File: config.mk
export PLATFORM = sky130hd
export DESIGN_NAME = rf_wb_tracer
export DESIGN_NICKNAME = d
export VERILOG_FILES = /design/src/rtl/rf_wb_tracer.sv
export SDC_FILE = /design/constraint.sdc
export NUM_CORES = 1
export LEC_CHECK = 0
export CORE_ASPECT_RATIO = 0.75
export CORE_MARGIN = 5
export CORE_UTILIZATION = 35
export DETAILED_ROUTE_END_ITERATION = 8
export GPL_ROUTABILITY_DRIVEN = 0
export HOLD_SLACK_MARGIN = 0.12
export PLACE_DENSITY = 0.56
export SLEW_MARGIN = 10
export SYNTH_ARGS = -nofsm -noshare
export SYNTH_HDL_FRONTEND = slang
export SYNTH_SLANG_ARGS = --single-unit
export TNS_END_PERCENT = 30
File: constraint.sdc
create_clock -name CLK -period 4.2 [get_ports CLK]
set_clock_uncertainty 0.15 [all_clocks]
set_input_delay 0.84 -clock CLK [delete_from_list [all_inputs] [get_ports CLK]]
set_output_delay 0.84 -clock CLK [all_outputs]
set_load 0.02 [all_outputs]
File: src/rtl/rf_wb_tracer.sv
// Commit tracer for the RISC-V bench: captures register-file writes into a
// circular trace buffer and latches a PASS/FAIL/TIMEOUT verdict from tohost.
module rf_wb_tracer #(
   parameter int          DWIDTH      = 32,
   parameter int          AWIDTH      = 5,
   parameter int          DEPTH       = 16,
   parameter logic [31:0] TOHOST_ADDR = 32'h0000_0FF0,
   parameter int          MAX_CYCLES  = 100000
) (
   input  logic                        CLK,
   input  logic                        RSTn,
   input  logic                        RF_WE,
   input  logic [AWIDTH-1:0]           RF_WA,
   input  logic [DWIDTH-1:0]           RF_WD,
   input  logic                        D_MEM_CSN,
   input  logic                        D_MEM_WEN,
   input  logic [31:0]                 D_MEM_ADDR,
   input  logic [DWIDTH-1:0]           D_MEM_DI,
   input  logic                        RD_EN,
   output logic                        RD_VALID,
   output logic [AWIDTH+DWIDTH-1:0]    RD_DATA,
   output logic [$clog2(DEPTH):0]      COUNT,
   output logic                        OVERFLOW,
   output logic                        DONE,
   output logic                        PASS,
   output logic                        FAIL,
   output logic                        TIMEOUT,
   output logic [DWIDTH-1:0]           FAIL_CODE,
   output logic [31:0]                 CYCLE_CNT,
   output logic [1:0]                  DBG_STATE
);

   localparam int PW = $clog2(DEPTH);
   localparam int CW = PW + 1;
   localparam int EW = AWIDTH + DWIDTH;

   // Trace read side is a one-deep valid/data register: RD_EN sampled with
   // COUNT>0 at an edge makes RD_VALID/RD_DATA valid for the following cycle.
   typedef enum logic [1:0] {
      S_RUN     = 2'd0,
      S_PASS    = 2'd1,
      S_FAIL    = 2'd2,
      S_TIMEOUT = 2'd3
   } state_t;

   state_t            state_q, state_d;
   logic [DWIDTH-1:0] fail_code_q, fail_code_d;
   logic [31:0]       cycle_q;
   logic [EW-1:0]     mem [DEPTH];
   logic [PW-1:0]     wptr_q, rptr_q;
   logic [CW-1:0]     count_q;
   logic              overflow_q;
   logic              rd_valid_q;
   logic [EW-1:0]     rd_data_q;

   logic run, tohost_st, push_req, full, empty, do_push, do_pop;

   assign run       = (state_q == S_RUN);
   assign tohost_st = !D_MEM_CSN && !D_MEM_WEN && (D_MEM_ADDR == TOHOST_ADDR);
   assign push_req  = run && RF_WE && (RF_WA != '0);
   assign full      = (count_q == CW'(DEPTH));
   assign empty     = (count_q == '0);
   assign do_pop    = RD_EN && !empty;
   assign do_push   = push_req && (!full || do_pop);

   always_comb begin
      state_d     = state_q;
      fail_code_d = fail_code_q;
      case (state_q)
         S_RUN: begin
            // A tohost store outranks a timeout landing on the same edge.
            if (tohost_st) begin
               if (D_MEM_DI == DWIDTH'(1)) begin
                  state_d = S_PASS;
               end else begin
                  state_d     = S_FAIL;
                  fail_code_d = D_MEM_DI >> 1;
               end
            end else if (cycle_q == 32'(MAX_CYCLES - 1)) begin
               state_d = S_TIMEOUT;
            end
         end
         default: state_d = state_q;
      endcase
   end

   always_ff @(posedge CLK or negedge RSTn) begin
      if (!RSTn) begin
         state_q     <= S_RUN;
         fail_code_q <= '0;
         cycle_q     <= '0;
      end else begin
         state_q     <= state_d;
         fail_code_q <= fail_code_d;
         if (run && (cycle_q != '1)) begin
            cycle_q <= cycle_q + 32'd1;
         end
      end
   end

   always_ff @(posedge CLK) begin
      if (do_push) begin
         mem[wptr_q] <= {RF_WA, RF_WD};
      end
   end

   always_ff @(posedge CLK or negedge RSTn) begin
      if (!RSTn) begin
         wptr_q     <= '0;
         rptr_q     <= '0;
         count_q    <= '0;
         overflow_q <= 1'b0;
         rd_valid_q <= 1'b0;
         rd_data_q  <= '0;
      end else begin
         rd_valid_q <= do_pop;
         if (do_pop) begin
            rd_data_q <= mem[rptr_q];
            rptr_q    <= rptr_q + PW'(1);
         end
         if (do_push) begin
            wptr_q <= wptr_q + PW'(1);
         end
         if (push_req && !do_push) begin
            overflow_q <= 1'b1;
         end
         case ({do_push, do_pop})
            2'b10:   count_q <= count_q + CW'(1);
            2'b01:   count_q <= count_q - CW'(1);
            default: count_q <= count_q;
         endcase
      end
   end

   assign RD_VALID  = rd_valid_q;
   assign RD_DATA   = rd_data_q;
   assign COUNT     = count_q;
   assign OVERFLOW  = overflow_q;
   assign DONE      = !run;
   assign PASS      = (state_q == S_PASS);
   assign FAIL      = (state_q == S_FAIL);
   assign TIMEOUT   = (state_q == S_TIMEOUT);
   assign FAIL_CODE = fail_code_q;
   assign CYCLE_CNT = cycle_q;
   assign DBG_STATE = state_q;

endmodule

Yosys cells after proc, flatten, opt, wreduce, memory -nomap -nowiden. Memory sizes are Yosys's and may differ from the RTL's. A register that Yosys moved wholly into a read port is not among the register bits. Cells that the tools add are included.

Add/sub/neg operators: 5. Eq/ne operators: 10. Mux-type cells: 6. Bitwise logic cells: 1. Reduce and logical (&&, ||, !) cells: 23.

Operator list (count): adder 32 x 1 -> 32 bit (second input constant) (1); equality test 32 x 1 -> 1 bit (second input constant) (1); equality test 32 x 12 -> 1 bit (second input constant) (1); equality test 32 x 17 -> 1 bit (second input constant) (1); != test 32 bit (second input constant) (1); case mux 5 bit (2 select lines) (1); adder 4 x 1 -> 4 bit (second input constant) (2); logical AND 1 bit (8); logical NOT 1 bit (7); equality test 2 bit (second input constant) (3); two-way mux 2 bit (3); adder 5 x 1 -> 5 bit (second input constant) (1); equality test 5 bit (second input constant) (1); logical NOT 5 bit (1); nonzero test 5 bit (1); subtractor 5 x 1 -> 5 bit (second input constant) (1); equality test 2 x 1 -> 1 bit (second input constant) (2); nonzero test 2 bit (2); AND reduction 3 bit (1); logical NOT 2 bit (1); two-way mux 1 bit (2); AND reduction 2 bit (1); logical OR 1 bit (1); NOT 1 bit (1).

Bits in registers: 80. RAM bits: 592. Bits of input ports: 107. Word-level logic and storage cells: 54. Memories: 1.

Memories: mem (words 16, width 37, rd ports 1, clocked after Yosys merged registers in 1, write ports 1, RTL line 49) `logic [EW-1:0] mem [DEPTH];`.

Depth between registers and ports, before layout. Gate-level depths: netlist of the first run.

Word-level depth: 7. Mapped depth: 11. Mapped depth without buffers: 11.

Worst setup path after synthesis of the first run. OpenSTA, ideal clock, no wires.

Path kind: input -> register. Start: input port RF_WA[3]. End: memory mem[3][0] (netlist name) (enable). Arrival time: 4152 ps. Data required time: 3573 ps. Path slack: -579 ps. Stages: 5. Path buffers: 0. Cells stage by stage: or4_1 > o211ai_1 > nor2_2 > nand2_1 > nor3_1.

Cells in the longest elaborated chain, start to end: 5.

Ends and longest elaborated chain: from (decl) (RTL line 13) `input logic [AWIDTH-1:0] RF_WA,`; nonzero test 5 bit (RTL line 60) `assign push_req = run && RF_WE && (RF_WA != '0);`; logical AND 1 bit (RTL line 60); logical AND 1 bit (RTL line 64) `assign do_push = push_req && (!full || do_pop);`; two-way mux 1 bit (RTL line 102) `if (do_push) begin`; two-way mux 1 bit (not written as such) (RTL line 103) `mem[wptr_q] <= {RF_WA, RF_WD};`; to (decl) (RTL line 49).

Every way passes these cells.

Final worst setup path of the first run.
Start: register state_q[1], in the netlist DBG_STATE[1]. End: output port DONE.

Cells in the longest elaborated chain, start to end: 2.

Ends and longest elaborated chain: from (decl) (RTL line 46) `state_t state_q, state_d;`; from (signal assigned) (RTL line 93) `state_q <= state_d;`; logical NOT 2 bit (RTL line 58) `assign run = (state_q == S_RUN);`; logical NOT 1 bit (RTL line 139) `assign DONE = !run;`; to (decl) (RTL line 24) `output logic DONE,`.

Every way passes these cells.

==> impl_metrics.py, run 1 <==
metrics = {
    "outcome": {
        "outcome": "completed",
    },
    "clock_network": {
        "cts_root_buffer": "clkbuf_16",
        "cts.clk_slew.worst_paths_ps": 60,
        "ctsHoldBuffers": 1,
        "postCtsSetupBuffers": 0,
        "clkLatencyLatePin_ps": 620,
        "cts_resized": 0,
        "cts_tree": "yes",
        "cts.sinks": 709,
        "cts_inserted_buffers": 73,
        "clockBufferDepth": 3,
        "cts_max_level": 3,
    },
    "yosys": {
        "synth_top_area_share_pct": 64.3,
        "ys.flop_type": "edfxtp_1",
        "yosysTopAreaCell": "edfxtp_1",
        "ys_types": 57,
        "synth_area_leaders": "edfxtp_1 (64%), mux4_2 (11%), dfrtp_1 (11%)",
        "yosys_warnings": 0,
        "synth_edf_count": 592,
        "synthCells": 1393,
        "synth.avg_cell_area_um2": 19.8,
        "synth.cell_area_um2": 27600,
        "synth-async-reset-ratio_pct": 16.5,
        "ys_seq_area_share_pct": 74.9,
        "synth_seq_cells": 709,
        "synth_nets": 1510,
    },
    "die": {
        "dieWidth_um": 335,
        "die_y_um": 253,
        "initial_utilization_pct": 35.2,
        "dieArea_um2": 84800,
        "ios": 221,
        "rows": 89,
        "core_area_um2": 78500,
    },
    "place": {
        "placedCellCount": 2659,
        "port_buffers": 219,
        "dp_hpwl_um": 42300,
    },
    "route": {
        "ant_nets": 0,
        "wire_per_inst_um": 24.0,
        "first_pass_iters": 5,
        "vias": 14200,
        "wl_um": 67100,
        "drc_errors": 0,
        "drtIter0Drc": 1103,
        "vias_per_cell": 5.07,
    },
    "power": {
        "power.internal_w": 0.0150,
        "pwr_density_cell_nw_per_um2": 624,
        "vdd_drop_max_mv": 0.275,
        "switching_share_pct": 29.7,
        "pwr-share-seq_pct": 42.3,
        "p_total_w": 0.0213,
        "leakagePower_nw": 11.7,
        "comb_power_share_pct": 27.2,
        "p_switching_w": 0.00634,
        "pwr-share-clk_pct": 30.6,
    },
    "critical_path": {
        "crit_path_cell_trace": "nor2_1 > inv_1 > clkdlybuf4s50_1",
        "crit_path_end_kind": "primary output",
        "cpPeakStageDelay_ps": 630,
        "slowest_stage": "clkdlybuf4s50_1",
        "startpoint_type": "flop",
        "required_ps": 3210,
        "critical_path.top_delay_family": "buffers and inverters",
        "cp.arrival_ps": 2560,
        "path_max_fanout": 7,
        "crit_type": "flop to primary output",
        "crit_buf_inv": 2,
    },
    "flow_run": {
        "maxCapViolations": 0,
    },
    "timing": {
        "drv_slew": 0,
        "fin_crit_ps": 3550,
        "tightest_slew_ps": 822,
        "max_slew_margin_pct": 45.0,
        "finalSetupViolCount": 0,
        "hold_viol_final": 0,
        "fmax_ghz": 0.282,
        "rsz0062_at_grt": "no",
        "fin_crit_sh_pct": 84.5,
    },
    "global_routing": {
        "first_global_vias": 15000,
        "antenna_found_initial": 0,
        "grt_overflow_total": 0,
        "grt_first_pass_wirelength_um": 99300,
        "grt_max_degree": 58,
        "grt_usage_pct": 15.7,
    },
    "cells_and_area": {
        "final_cells": 2792,
        "fin_nets": 1806,
        "final_common_cell": "edfxtp_1",
        "final_cell_mix": "edfxtp_1 (592), clkdlybuf4s50_1 (218), mux4_2 (133), dfrtp_1 (114), mux2i_1 (92)",
        "area_growth_pct": 23.7,
        "drive_gt1_share_pct": 21.8,
    },
    "hold_path": {
        "worstHoldPathType": "flop to flop",
    },
}
[per-stage QoR]
stage               utilization, %  setup WS, ps  cell area, um^2  setup TNS (ps)  hold slack, ps
floorplan                        -          -538            27700          -39840             394
global placement              40.5           357            31800               0             298
detailed placement            40.5           348            31800               0             295
CTS                           43.5           553            34200               0             313
global route                  43.5           497            34200               0             350
finish                        43.5           649            34200               0             316
[final cells by class]
| type | count | area (um^2) |
|---|---|---|
| Fill cell | 6762 | 44300 |
| Sequential cell | 709 | 20700 |
| Multi-Input combinational cell | 607 | 6730 |
| Timing Repair Buffer | 288 | 2990 |
| Clock buffer | 91 | 1950 |
| Tap cell | 1046 | 1310 |
| Clock inverter | 39 | 449 |
| Inverter | 10 | 37.5 |
| Antenna cell | 2 | 5.00 |
[power by group through the flow]
| stage | combinational [W] | sequential (W) | clock, W |
|---|---|---|---|
| 2_1_floorplan | 0.00358 | 0.00907 | 0 |
| 3_3_place_gp | 0.00592 | 0.00914 | 0 |
| 3_5_place_dp | 0.00594 | 0.00917 | 0 |
| 4_1_cts | 0.00595 | 0.00903 | 0.00670 |
| 5_1_grt | 0.00626 | 0.00911 | 0.00701 |
| 6_report | 0.00579 | 0.00902 | 0.00652 |
[worst paths after layout]
kind / cells after the start / start / end / slack, ps
worst max register to register: 7 / DBG_STATE[1] / mem[11][4] / 1170
worst min-delay path: 1 / OVERFLOW / OVERFLOW / 320
worst min register to register: 1 / OVERFLOW / OVERFLOW / 320
max in group asynchronous: 3 / RSTn / rptr_q[2] / 2490
worst max-delay path: 3 / DBG_STATE[1] / DONE / 650
min in group asynchronous: 2 / RSTn / FAIL_CODE[8] / 640
[cells in the mapped netlist, types with 18 or more instances]
cell      instances
dfrtp_1         117
nor2_1           19
mux2i_1          92
o22ai_1          37
buf_2            25
mux4_2          133
mux2_2           32
nor4_1           18
nand2_1          61
a21o_1           24
xnor2_1          34
clkbuf_1         30
nor2b_1          18
edfxtp_1        592
[routing by layer]
metal  vias up  global-route usage (%)  wire, um
met1      7459                    22.4     30800
li1       6243                       -         -
met5         -                       0         0
met2       388                    25.1     31400
met4         0                    3.00       925
met3        72                    3.68      3990
[cell families (layout without fill, tap and decap cells)]
family | after synthesis | in the layout | share of synthesized area (%)
multiplexers | 259 | 259 | 15.6
XOR/XNOR | 41 | 41 | 1.30
flip-flops | 709 | 709 | 74.9
buffers and inverters | 77 | 428 | 1.24
adder cells (fa/ha/maj) | 10 | 10 | 0.480
AO/OA/AOI/OAI | 105 | 105 | 2.63
AND/OR/NAND/NOR | 191 | 191 | 3.88
other | 1 | 3 | 0.0136
[flip-flops by register name, indices dropped and copies added (netlist names)]
| name | cells |
|---|---|
| mem | 592 |
| RD_DATA | 37 |
| CYCLE_CNT | 32 |
| FAIL_CODE | 31 |
| COUNT | 5 |
| rptr_q | 4 |
| wptr_q | 4 |
| DBG_STATE | 2 |
| OVERFLOW | 1 |
| RD_VALID | 1 |
No activity file was read; power rests on OpenSTA's default activity.
==> run 2, diff against run 1 <==
Clock period 4.2 ns to 3.2 ns, I/O delays scaled along.
==> run 2 against run 1 <==
Compared with the run above:
- first-iteration DRC count shrank 16%
- sequential share of layout area decreased by 0.95 points
- cell count up 1.2%
- sequential cell count stayed put
- register-to-register slack got worse by 780 ps
- hold slack gained 11 ps
- global-route usage fell by 0.38 points
- core utilization rose by 0.70 points
- critical path depth increased by 1
- sequential power increased by 30%
- combinational power grew 37%
- critical path type unchanged
==> impl_metrics.py, run 2 (synthesis gave the netlist of run 1 again) <==
metrics = {
    "clock_network": {
        "ctsHoldBuffers": 1,
        "cts_tree": "yes",
        "cts_root_buffer": "clkbuf_16",
        "clkLatencyLatePin_ps": 620,
        "cts_resized": 0,
        "cts_inserted_buffers": 71,
        "clockBufferDepth": 3,
        "cts.sinks": 709,
        "postCtsSetupBuffers": 0,
        "cts_max_level": 3,
        "cts.clk_slew.worst_paths_ps": 60,
    },
    "place": {
        "post-place-ws_ps": -389,
        "port_buffers": 219,
        "dp_hpwl_um": 43100,
        "placedCellCount": 2694,
    },
    "timing": {
        "fin_hold_ws_ps": 327,
        "rsz0062_at_grt": "no",
        "drv_slew": 0,
        "fmax_ghz": 0.334,
        "finalSetupViolCount": 0,
        "tightest_slew_ps": 784,
        "hold_viol_final": 0,
        "fin_crit_ps": 2990,
        "fin_crit_sh_pct": 93.5,
        "setup_slack_ps": 207,
        "max_slew_margin_pct": 47.8,
    },
    "critical_path": {
        "critical_path.top_delay_family": "buffers and inverters",
        "cp.arrival_ps": 2200,
        "path_max_fanout": 7,
        "startpoint_type": "flop",
        "crit_buf_inv": 3,
        "required_ps": 2410,
        "crit_path_cell_trace": "nor2_1 > buf_4 > inv_1 > clkdlybuf4s50_1",
        "cpPeakStageDelay_ps": 670,
        "crit_type": "flop to primary output",
        "slowest_stage": "clkdlybuf4s50_1",
        "crit_path_end_kind": "primary output",
    },
    "global_routing": {
        "antenna_found_initial": 0,
        "grt_max_degree": 56,
        "grt_first_pass_wirelength_um": 98700,
        "first_global_vias": 15200,
        "grt_usage_pct": 15.3,
        "grt_overflow_total": 0,
    },
    "cells_and_area": {
        "top_register": "mem",
        "largest_reg_flops": 592,
        "final_cells": 2825,
        "fin_nets": 1839,
        "nFillCells": 6681,
        "final_cell_mix": "edfxtp_1 (592), clkdlybuf4s50_1 (218), mux4_2 (133), dfrtp_1 (114), mux2i_1 (92)",
        "diodes": 0,
        "final_common_cell": "edfxtp_1",
        "area_growth_pct": 25.7,
        "drive_gt1_share_pct": 23.1,
    },
    "route": {
        "vias_per_cell": 5.06,
        "drtIter0Drc": 923,
        "wl_um": 65200,
        "drc_errors": 0,
        "vias": 14300,
        "first_pass_iters": 4,
        "ant_nets": 0,
        "wire_per_inst_um": 23.1,
    },
    "outcome": {
        "outcome": "completed",
    },
    "die": {
        "die_y_um": 253,
        "ios": 221,
        "dieArea_um2": 84800,
        "dieWidth_um": 335,
        "rows": 89,
        "initial_utilization_pct": 35.2,
        "core_area_um2": 78500,
    },
    "flow_run": {
        "maxCapViolations": 0,
    },
    "power": {
        "leakagePower_nw": 11.9,
        "pwr_density_cell_nw_per_um2": 799,
        "vdd_drop_max_mv": 0.488,
    },
    "hold_path": {
        "worstHoldPathType": "flop to flop",
    },
}
==> run 2: metal layers <==
layer | vias up | GRT usage, % | wire (um)
met5 | - | 0 | 0
met4 | 0 | 3.50 | 1290
met3 | 96 | 3.32 | 3620
met2 | 382 | 24.4 | 30000
met1 | 7471 | 21.8 | 30300
li1 | 6332 | - | -
==> run 2: worst paths after layout <==
kind	end	startpoint	cells after the start	slack (ps)
setup / recovery	DONE	DBG_STATE[0]	4	210
hold / removal	RD_DATA[11]	RD_DATA[11]	1	330
setup reg to reg	mem[1][29]	DBG_STATE[0]	10	390
hold reg to reg	RD_DATA[11]	RD_DATA[11]	1	330
max in group asynchronous	RD_DATA[36]	RSTn	3	1760
min in group asynchronous	FAIL_CODE[11]	RSTn	2	360
==> run 2: through the flow <==
step                TNS, ps  power, W  util, %  cell area, um^2
detailed placement   -42980    0.0200     41.3            32400
CTS                       0    0.0283     44.2            34700
global route              0    0.0291     44.2            34700
floorplan           -189120    0.0166        -            27700
finish                    0    0.0278     44.2            34700
global placement     -36500    0.0199     41.3            32400
==> run 2: where the power goes <==
group | switching, W | leakage, nW | internal (W)
Combinational | 0.00411 | 3.93 | 0.00381
Clock | 0.00343 | 1.13 | 0.00475
Sequential | 0.000561 | 6.87 | 0.0111
==> run 2: area by class of cell <==
| type | count | area (um^2) | share of cell area (%) |
|---|---|---|---|
| repair buffers | 323 | 3630 | 10.4 |
| flip-flops and latches | 709 | 20700 | 59.6 |
| clock buffers | 97 | 2010 | 5.79 |
| clock inverters | 33 | 287 | 0.825 |
| well taps | 1046 | 1310 | 3.77 |
| multi-input cells | 607 | 6750 | 19.4 |
| inverters | 10 | 37.5 | 0.108 |
